<file path="src/rtl/kb_event_writer.sv">
// Converts PS/2 set-2 scan-code bytes into 32-bit key-event words on a memory write port.
// Latency: kb_we_o/kb_wrdata_o are registered, one cycle after the final byte's scan_valid_i.
// No backpressure: one byte may arrive every cycle; each completed transition writes once.
// Build option: define KB_EVENT_MAKE_ONLY_EN to suppress writes for release events.
module kb_event_writer #(
  parameter logic [31:0] KB_INFO_ADDR = 32'h0050_0000
) (
  input  logic        clk,
  input  logic        rst,
  input  logic        scan_valid_i,
  input  logic [7:0]  scan_code_i,
  output logic [31:0] kb_wraddr_o,
  output logic [31:0] kb_wrdata_o,
  output logic        kb_we_o
);

  typedef enum logic [1:0] {IDLE, EXT, BRK, EXT_BRK} state_t;

  state_t      state_q, state_d;
  logic [7:0]  seq_q, seq_d;
  logic        shift_q, shift_d;
  logic        ctrl_q, ctrl_d;
  logic        caps_q, caps_d;
  logic [31:0] wrdata_q, wrdata_d;
  logic        we_q, we_d;

  logic        ev_fire, ev_ext, ev_rel, ev_emit;
  logic [7:0]  ev_ascii;

  // Set-2 make code to ASCII for the non-extended keys that have a printable mapping.
  function automatic logic [7:0] kb_ascii(input logic [7:0] code, input logic shift,
                                          input logic caps);
    logic [7:0] letter;
    logic [7:0] res;
    letter = 8'h00;
    res    = 8'h00;
    case (code)
      8'h1C: letter = "a";  8'h32: letter = "b";  8'h21: letter = "c";  8'h23: letter = "d";
      8'h24: letter = "e";  8'h2B: letter = "f";  8'h34: letter = "g";  8'h33: letter = "h";
      8'h43: letter = "i";  8'h3B: letter = "j";  8'h42: letter = "k";  8'h4B: letter = "l";
      8'h3A: letter = "m";  8'h31: letter = "n";  8'h44: letter = "o";  8'h4D: letter = "p";
      8'h15: letter = "q";  8'h2D: letter = "r";  8'h1B: letter = "s";  8'h2C: letter = "t";
      8'h3C: letter = "u";  8'h2A: letter = "v";  8'h1D: letter = "w";  8'h22: letter = "x";
      8'h35: letter = "y";  8'h1A: letter = "z";
      default: letter = 8'h00;
    endcase
    if (letter != 8'h00) begin
      // Lowercase and uppercase ASCII differ only in bit 5.
      res = (shift ^ caps) ? (letter & 8'hDF) : letter;
    end else begin
      case (code)
        8'h45: res = shift ? ")" : "0";
        8'h16: res = shift ? "!" : "1";
        8'h1E: res = shift ? "@" : "2";
        8'h26: res = shift ? "#" : "3";
        8'h25: res = shift ? "$" : "4";
        8'h2E: res = shift ? "%" : "5";
        8'h36: res = shift ? "^" : "6";
        8'h3D: res = shift ? "&" : "7";
        8'h3E: res = shift ? "*" : "8";
        8'h46: res = shift ? "(" : "9";
        8'h29: res = 8'h20;
        8'h5A: res = 8'h0A;
        8'h66: res = 8'h08;
        8'h0D: res = 8'h09;
        8'h76: res = 8'h1B;
        default: res = 8'h00;
      endcase
    end
    return res;
  endfunction

  // Prefix tracking, modifier update and event-word assembly for the current byte.
  always_comb begin
    state_d  = state_q;
    seq_d    = seq_q;
    shift_d  = shift_q;
    ctrl_d   = ctrl_q;
    caps_d   = caps_q;
    wrdata_d = wrdata_q;
    we_d     = 1'b0;
    ev_fire  = 1'b0;
    ev_ext   = 1'b0;
    ev_rel   = 1'b0;
    ev_emit  = 1'b0;
    ev_ascii = 8'h00;

    if (scan_valid_i) begin
      case (state_q)
        IDLE: begin
          case (scan_code_i)
            8'hE0: state_d = EXT;
            8'hF0: state_d = BRK;
            // Self-test, ack, echo, resend and error bytes carry no key transition.
            8'hAA, 8'hFA, 8'hEE, 8'hFE, 8'h00, 8'hFF: state_d = IDLE;
            default: ev_fire = 1'b1;
          endcase
        end
        EXT: begin
          case (scan_code_i)
            8'hF0: state_d = EXT_BRK;
            8'hE0: state_d = EXT;
            default: begin
              ev_fire = 1'b1;
              ev_ext  = 1'b1;
              state_d = IDLE;
            end
          endcase
        end
        BRK: begin
          case (scan_code_i)
            8'hF0: state_d = BRK;
            8'hE0: state_d = EXT_BRK;
            default: begin
              ev_fire = 1'b1;
              ev_rel  = 1'b1;
              state_d = IDLE;
            end
          endcase
        end
        default: begin
          if (scan_code_i != 8'hF0 && scan_code_i != 8'hE0) begin
            ev_fire = 1'b1;
            ev_ext  = 1'b1;
            ev_rel  = 1'b1;
            state_d = IDLE;
          end
        end
      endcase
    end

    if (ev_fire) begin
      // Modifier state changes first so the emitted flags describe the post-event state.
      if (!ev_ext && (scan_code_i == 8'h12 || scan_code_i == 8'h59)) shift_d = !ev_rel;
      if (scan_code_i == 8'h14) ctrl_d = !ev_rel;
      if (!ev_ext && !ev_rel && scan_code_i == 8'h58) caps_d = !caps_q;

`ifdef KB_EVENT_MAKE_ONLY_EN
      ev_emit = !ev_rel;
`else
      ev_emit = 1'b1;
`endif
      ev_ascii = ev_ext ? 8'h00 : kb_ascii(scan_code_i, shift_d, caps_d);

      if (ev_emit) begin
        seq_d    = seq_q + 8'd1;
        we_d     = 1'b1;
        wrdata_d = {seq_d, 3'b000, caps_d, ctrl_d, shift_d, ev_ext, ev_rel,
                    scan_code_i, ev_ascii};
      end
    end
  end

  // State, modifier, sequence and write-port registers; reset drops any pending prefix.
  always_ff @(posedge clk) begin
    if (rst) begin
      state_q  <= IDLE;
      seq_q    <= 8'h00;
      shift_q  <= 1'b0;
      ctrl_q   <= 1'b0;
      caps_q   <= 1'b0;
      wrdata_q <= 32'h0;
      we_q     <= 1'b0;
    end else begin
      state_q  <= state_d;
      seq_q    <= seq_d;
      shift_q  <= shift_d;
      ctrl_q   <= ctrl_d;
      caps_q   <= caps_d;
      wrdata_q <= wrdata_d;
      we_q     <= we_d;
    end
  end

  assign kb_wraddr_o = KB_INFO_ADDR;
  assign kb_wrdata_o = wrdata_q;
  assign kb_we_o     = we_q;

endmodule

</file>
<file path="config.mk">
export PLATFORM = sky130hd
export DESIGN_NAME = kb_event_writer
export DESIGN_NICKNAME = d
export VERILOG_FILES = /design/src/rtl/kb_event_writer.sv
export SDC_FILE = /design/constraint.sdc
export NUM_CORES = 1
export LEC_CHECK = 0
export CAP_MARGIN = 40
export CORE_MARGIN = 2
export CORE_UTILIZATION = 35
export DETAILED_ROUTE_END_ITERATION = 8
export GPL_TIMING_DRIVEN = 0
export PLACE_DENSITY = 0.66
export SYNTH_ARGS = -nofsm -noshare
export SYNTH_HDL_FRONTEND = slang
export SYNTH_SLANG_ARGS = --single-unit
export TNS_END_PERCENT = 20
</file>
<file path="constraint.sdc">
create_clock -name clk -period 3.2 [get_ports clk]
set_clock_uncertainty 0.15 [all_clocks]
set_input_delay 0.64 -clock clk [delete_from_list [all_inputs] [get_ports clk]]
set_output_delay 0.64 -clock clk [all_outputs]
set_load 0.02 [all_outputs]
</file>
After elaboration in Yosys (flattened, before gate mapping)
Memory sizes are Yosys's and may differ from the RTL's.
Index checks and enable logic that the tools add are counted.
{"block": "op_classes", "n_addsub": 1, "n_eq_ne": 31, "n_mux": 36, "bitwise": 1, "n_reduce_logical": 19}
{"op": "case mux 7 bit (15 select lines)", "n": 1}
{"op": "equality test 8 x 6 -> 1 bit, second input constant", "n": 7}
{"op": "equality test 8 x 7 -> 1 bit, second input constant", "n": 7}
{"op": "equality test 8 bit, second input constant", "n": 7}
{"op": "two-way mux 5 bit", "n": 8}
{"op": "equality test 8 x 5 -> 1 bit, second input constant", "n": 4}
{"op": "two-way mux 8 bit", "n": 4}
{"op": "!= test 8 bit, second input constant", "n": 2}
{"op": "two-way mux 7 bit", "n": 2}
{"op": "two-way mux 1 bit", "n": 12}
{"op": "case mux 2 bit (3 select lines)", "n": 2}
{"op": "adder 8 x 1 -> 8 bit, second input constant", "n": 1}
{"op": "equality test 8 x 4 -> 1 bit, second input constant", "n": 1}
{"op": "logical NOT 8 bit", "n": 1}
{"op": "case mux 2 bit (2 select lines)", "n": 2}
{"op": "nonzero test 8 bit", "n": 1}
{"op": "OR reduction 2 bit", "n": 4}
{"op": "OR reduction 8 bit", "n": 1}
{"op": "two-way mux 6 bit", "n": 1}
{"op": "case mux 1 bit (2 select lines)", "n": 3}
{"op": "OR reduction 6 bit", "n": 1}
{"op": "logical AND 1 bit", "n": 4}
{"op": "!= test 4 x 1 -> 1 bit, second input constant", "n": 1}
{"op": "nonzero test 4 bit", "n": 1}
{"op": "8 further kinds", "n": 10}
{"block": "word_totals", "regBits": 43, "rom_bits": 896, "in_bits": 11, "output_inout_bits": 65, "elab_cells": 96, "mem_count": 1}
{"memory": "(no name shown)", "depth": 128, "word_bits": 7, "rd": 1, "rd_clocked_by_memory_dff": 0, "wr": 0, "line_no": "37", "source": "case (code)"}

Depth between registers and ports, before layout
{"block": "logic_depth", "depth_word": 14, "depth_mapped": 11}

Least setup slack after synthesis
OpenSTA, ideal clock, no wires.
{"block": "synth_path", "kind": "input to register", "from": "input port scan_code_i[1]", "to": "register seq_q[6]", "arrival_time_ps": 2588, "required_time_ps": 2929, "setup_slack_ps": 340, "stages": 9, "path_cell_list": "clkbuf_1 inv_1 ha_1 nor3b_2 a21boi_1 a311oi_4 nor3b_2 and3_1 mux2_4"}
{"block": "synth_between", "elab_chain_len": 5}
{"item": "start: declaration", "line_no": "11", "source": "input logic [7:0] scan_code_i,"}
{"item": "equality test 8 bit (tied with other cells)", "line_no": "91, 100, 111"}
{"item": "OR reduction 8 bit (no source line) (tied with other cells)"}
{"item": "two-way mux 1 bit (on tied branches)"}
{"item": "case mux 1 bit (2 select lines) *", "line_no": "89", "source": "case (state_q)"}
{"item": "two-way mux 1 bit *", "line_no": "88", "source": "if (scan_valid_i) begin"}
{"item": "end signal: assignment", "line_no": "166", "source": "seq_q <= seq_d;"}
{"item": "end: declaration", "line_no": "20", "source": "logic [7:0] seq_q, seq_d;"}
Mark *: on every way between the ends. The rest lies on a longest branch, timed or not.
A chain may end at the register's enable or synchronous reset.

Worst setup path in the final report
{"block": "layout_path", "from": "input port scan_code_i[3]", "to": "register wrdata_q[6] (netlist: kb_wrdata_o[6])"}
{"block": "layout_between", "elab_chain_len": 13}
{"item": "equality test 8 bit / != test 8 bit (equally long branches)"}
{"item": "OR reduction 2 bit (no source line) / logical AND 1 bit (equally long branches)"}
{"item": "two-way mux 1 bit (on tied branches)", "line_no": "100, 111, 122"}
{"item": "case mux 1 bit (2 select lines)", "line_no": "89"}
{"item": "two-way mux 1 bit", "line_no": "88"}
{"item": "logical NOT 1 bit", "line_no": "134", "source": "if (!ev_ext && (scan_code_i == 8'h12 || scan_code_i == 8'h59)) shift_d = !ev_rel;"}
{"item": "logical AND 1 bit", "line_no": "134"}
{"item": "two-way mux 1 bit", "line_no": "134"}
{"item": "two-way mux 1 bit", "line_no": "132", "source": "if (ev_fire) begin"}
{"item": "two-way mux 7 bit (on tied branches)", "line_no": "58, 54"}
{"item": "case mux 7 bit (15 select lines)", "line_no": "51", "source": "case (code)"}
{"item": "two-way mux 8 bit", "line_no": "47", "source": "if (letter != 8'h00) begin"}
{"item": "two-way mux 8 bit", "line_no": "143", "source": "ev_ascii = ev_ext ? 8'h00 : kb_ascii(scan_code_i, shift_d, caps_d);"}
{"item": "end signal: assignment", "line_no": "170", "source": "wrdata_q <= wrdata_d;"}
{"item": "end: declaration", "line_no": "24", "source": "logic [31:0] wrdata_q, wrdata_d;"}
Parallel ways exist; a longest one is shown, timed or not. The select of a mux whose other input is x is not followed.

==> flow_metrics.py <==
metrics = {
    "cts": {
        "cts.path.max_buffers": 2,
        "cts_num_sinks": 31,
        "cts.root.buffer_cell": "clkbuf_8",
        "clkLatencyLatePin_ns": 0.28,
        "cts_buffers": 5,
        "cts.hold.buffers_added": 0,
        "clkTransAtPathRegs_ns": 0.06,
        "cts_tree": "built",
        "cts_max_level": 2,
    },
    "worst_setup_path": {
        "reg2reg_setup_slack_ns": 0.62,
        "cp-startpoint": "scan_code_i[3]",
        "worst-endpoint-arrival_ns": 3.07,
        "worst_path_largest_cell_delay_ns": 0.56,
        "crit_path_start_kind": "input pin",
        "cp-end-kind": "register",
        "timing.critical_path.fanout_max": 10,
        "crit_family": "buffers and inverters",
        "worst-path-buf-inv": 3,
        "critical_path.cell_chain": "clkdlybuf4s50_1 -> clkbuf_4 -> buf_4 -> mux2_1 -> o2111ai_1 -> o211ai_1 -> nor4_2 -> nand4_1 -> o22ai_1",
        "critPathKind": "input pin to register",
        "worstReg2RegStart": "state_q[0]",
        "master_of_the_slowest_instance_on_the_critical_path": "clkdlybuf4s50_1",
        "critical_path_required_ns": 3.25,
    },
    "timing": {
        "layout_min_cycle_time_ns": 3.02,
        "final_min_period_over_clock_period": 0.942,
        "tightestPinTransition_ns": 0.657,
        "timing_hold_violations_final": 0,
        "finalSetupViolCount": 0,
        "report.final.slew_viol_count": 0,
        "max-slew-margin-rel": 0.561,
        "finalSetupTns_ns": 0,
        "timing.fmax_ghz": 0.332,
        "grt_setup_unrepaired": "yes",
    },
    "die": {
        "floorplan.die_area_um2": 9750,
        "design.core.area_um2": 8720,
        "fp.dieW_um": 98.7,
        "die_h_um": 98.7,
        "count_of_pins_on_the_block_boundary": 76,
        "row_count": 34,
        "start_util": 0.360,
    },
    "final_layout": {
        "layout.nets": 506,
        "final_layout_size_suffix_gt1_frac": 0.215,
        "insertedDiodeCount": 0,
        "seq_area_um2": 621,
        "stdcell_area_um2": 3920,
        "filler_cell_count": 862,
        "multi_input_gate_area_um2": 2170,
        "area_growth_syn_to_layout_pct": 24.9,
    },
    "synthesis": {
        "yosysTopAreaCellShare": 0.198,
        "syn-cell-area_um2": 3140,
        "count_of_flip_flops_with_a_built_in_enable_after_synthesis": 0,
        "yosys_warnings": 0,
        "postSynthRegisterBits": 31,
        "synthDistinctLibCells": 75,
        "synth_cells": 403,
        "synthTopCellsByArea": "dfxtp_1, buf_4, nand2_1",
        "postSynth.asyncResetShare": 0,
        "synth_top_cell_by_area": "dfxtp_1",
        "synthFlopType": "dfxtp_1",
        "synth_area_per_cell_um2": 7.80,
        "ys_seq_area_frac": 0.198,
        "ys_top_cells_by_count": "buf_4, nand2_1, dfxtp_1",
    },
    "detailed_routing": {
        "detail-route-antenna-nets": 0,
        "routed.top_layer": "met4",
        "drt-pass1-iter-count": 5,
        "wl_met3_um": 791,
        "detail_route.drc_violations": 0,
        "drt_iter0_drcs": 375,
        "dr_total_vias": 3237,
        "drt-vias-per-instance": 5.48,
        "avgRoutedWirePerCell_um": 15.5,
        "wl_met1_um": 4080,
        "detailroute.wirelength.met2_um": 4170,
        "drt_wl_total_um": 9170,
    },
    "global_route": {
        "grt.total_usage": 0.185,
        "antenna_found_initial": 0,
        "globalRoute.totalOverflow": 0,
        "grt_pass1_vias": 3030,
        "largest_net_degree_at_the_start_of_global_routing": 11,
        "wire_length_of_the_first_global_routing_pass_um": 15000,
    },
    "power_and_ir_drop": {
        "cell_pwr_density_nw_per_um2": 279,
        "power_leakage_nw": 1.59,
        "peakVddDrop_v": 0.000176,
    },
    "place": {
        "globalplace.congestion": 0.950,
        "standard_cell_area_after_detailed_placement_um2": 3760,
        "dpl.hpwl_um": 6950,
        "port_buffers": 36,
    },
    "hold_path": {
        "hp-class": "register to register",
        "hold_path_startpoint": "kb_wrdata_o[10]",
    },
    "outcome": {
        "run_status": "finished, final reports clean",
    },
    "job": {
        "max-cap-violations": 0,
    },
}
==> worst min-delay path: cells and delay by family (launching register included) <==
family | cells | cell delay [ns]
flip-flops | 1 | 0.31
AND/OR/NAND/NOR | 1 | 0.05
AO/OA/AOI/OAI | 1 | 0.05
==> metrics by stage <==
| step | utilization | setup WS [ns] | power [mW] | cells | hold slack (ns) |
|---|---|---|---|---|---|
| 6_report | 0.450 | 0.185 | 1.09 | 591 | 0.309 |
| 5_1_grt | 0.450 | -0.00120 | 1.15 | 591 | 0.337 |
| 4_1_cts | 0.449 | 0.0346 | 1.09 | 591 | 0.310 |
| 3_5_place_dp | 0.432 | -0.878 | 0.778 | 581 | 0.302 |
| 3_3_place_gp | 0.432 | -0.895 | 0.776 | 581 | 0.296 |
| 2_1_floorplan | - | 0.340 | 0.682 | 437 | 0.334 |
==> per-layer routing <==
layer | GRT usage | up-vias
met5 | 0 | -
met4 | 0.0495 | 0
met3 | 0.0340 | 15
met2 | 0.293 | 196
met1 | 0.257 | 1466
li1 | - | 1560
==> cells in the final DEF, fill, tap and decap left out, drive strengths merged, types with 12 or more instances in the layout <==
cell type,instances
dfxtp,31
clkbuf,19
nand2,43
conb,36
a21oi,25
ha,12
clkdlybuf4s50,33
nor2,25
buf,63
==> cell families after synthesis <==
kind of cell | count (synthesis) | share of synthesized area
xor gates and xnor gates | 7 | 0.0195
buffers and inverters | 79 | 0.162
muxes | 11 | 0.0430
AOI/OAI and AO/OA | 102 | 0.237
DFF | 31 | 0.198
and+or+nand+nor | 159 | 0.291
adders and majority gates | 12 | 0.0478
other | 2 | 0.00239
==> final cells by class <==
cell class	count	area share
Multi-Input combinational cell	327	0.553
Sequential cell	31	0.158
Buffer	72	0.128
Timing Repair Buffer	39	0.0966
Tap cell	108	0.0344
Clock buffer	6	0.0210
Inverter	7	0.00765
Clock inverter	1	0.00128
==> registers in the layout, summed over array words and instances (netlist names) <==
name         count
seq_q            7
state_q          2
kb_wrdata_o     21
kb_we_o          1
==> power breakdown <==
part / switching (mW) / internal [mW]
Clock: 0.140 / 0.168
Combinational: 0.221 / 0.152
Sequential: 0.0107 / 0.402
Total: 0.372 / 0.722
==> worst paths after layout <==
kind                          end  cells after the start
hold / removal    kb_wrdata_o[10]                      2
setup reg to reg   kb_wrdata_o[5]                      8
hold reg to reg   kb_wrdata_o[10]                      2
setup / recovery   kb_wrdata_o[6]                      9
==> repair_timing <==
item / 4_1_cts / 5_1_grt
resized for setup: 13 / 7
endpoints found under the setup margin: 28 / 17
pin swaps: 3 / 4
buffers inserted: 3 / 0
(Power assumes the default switching activity.)
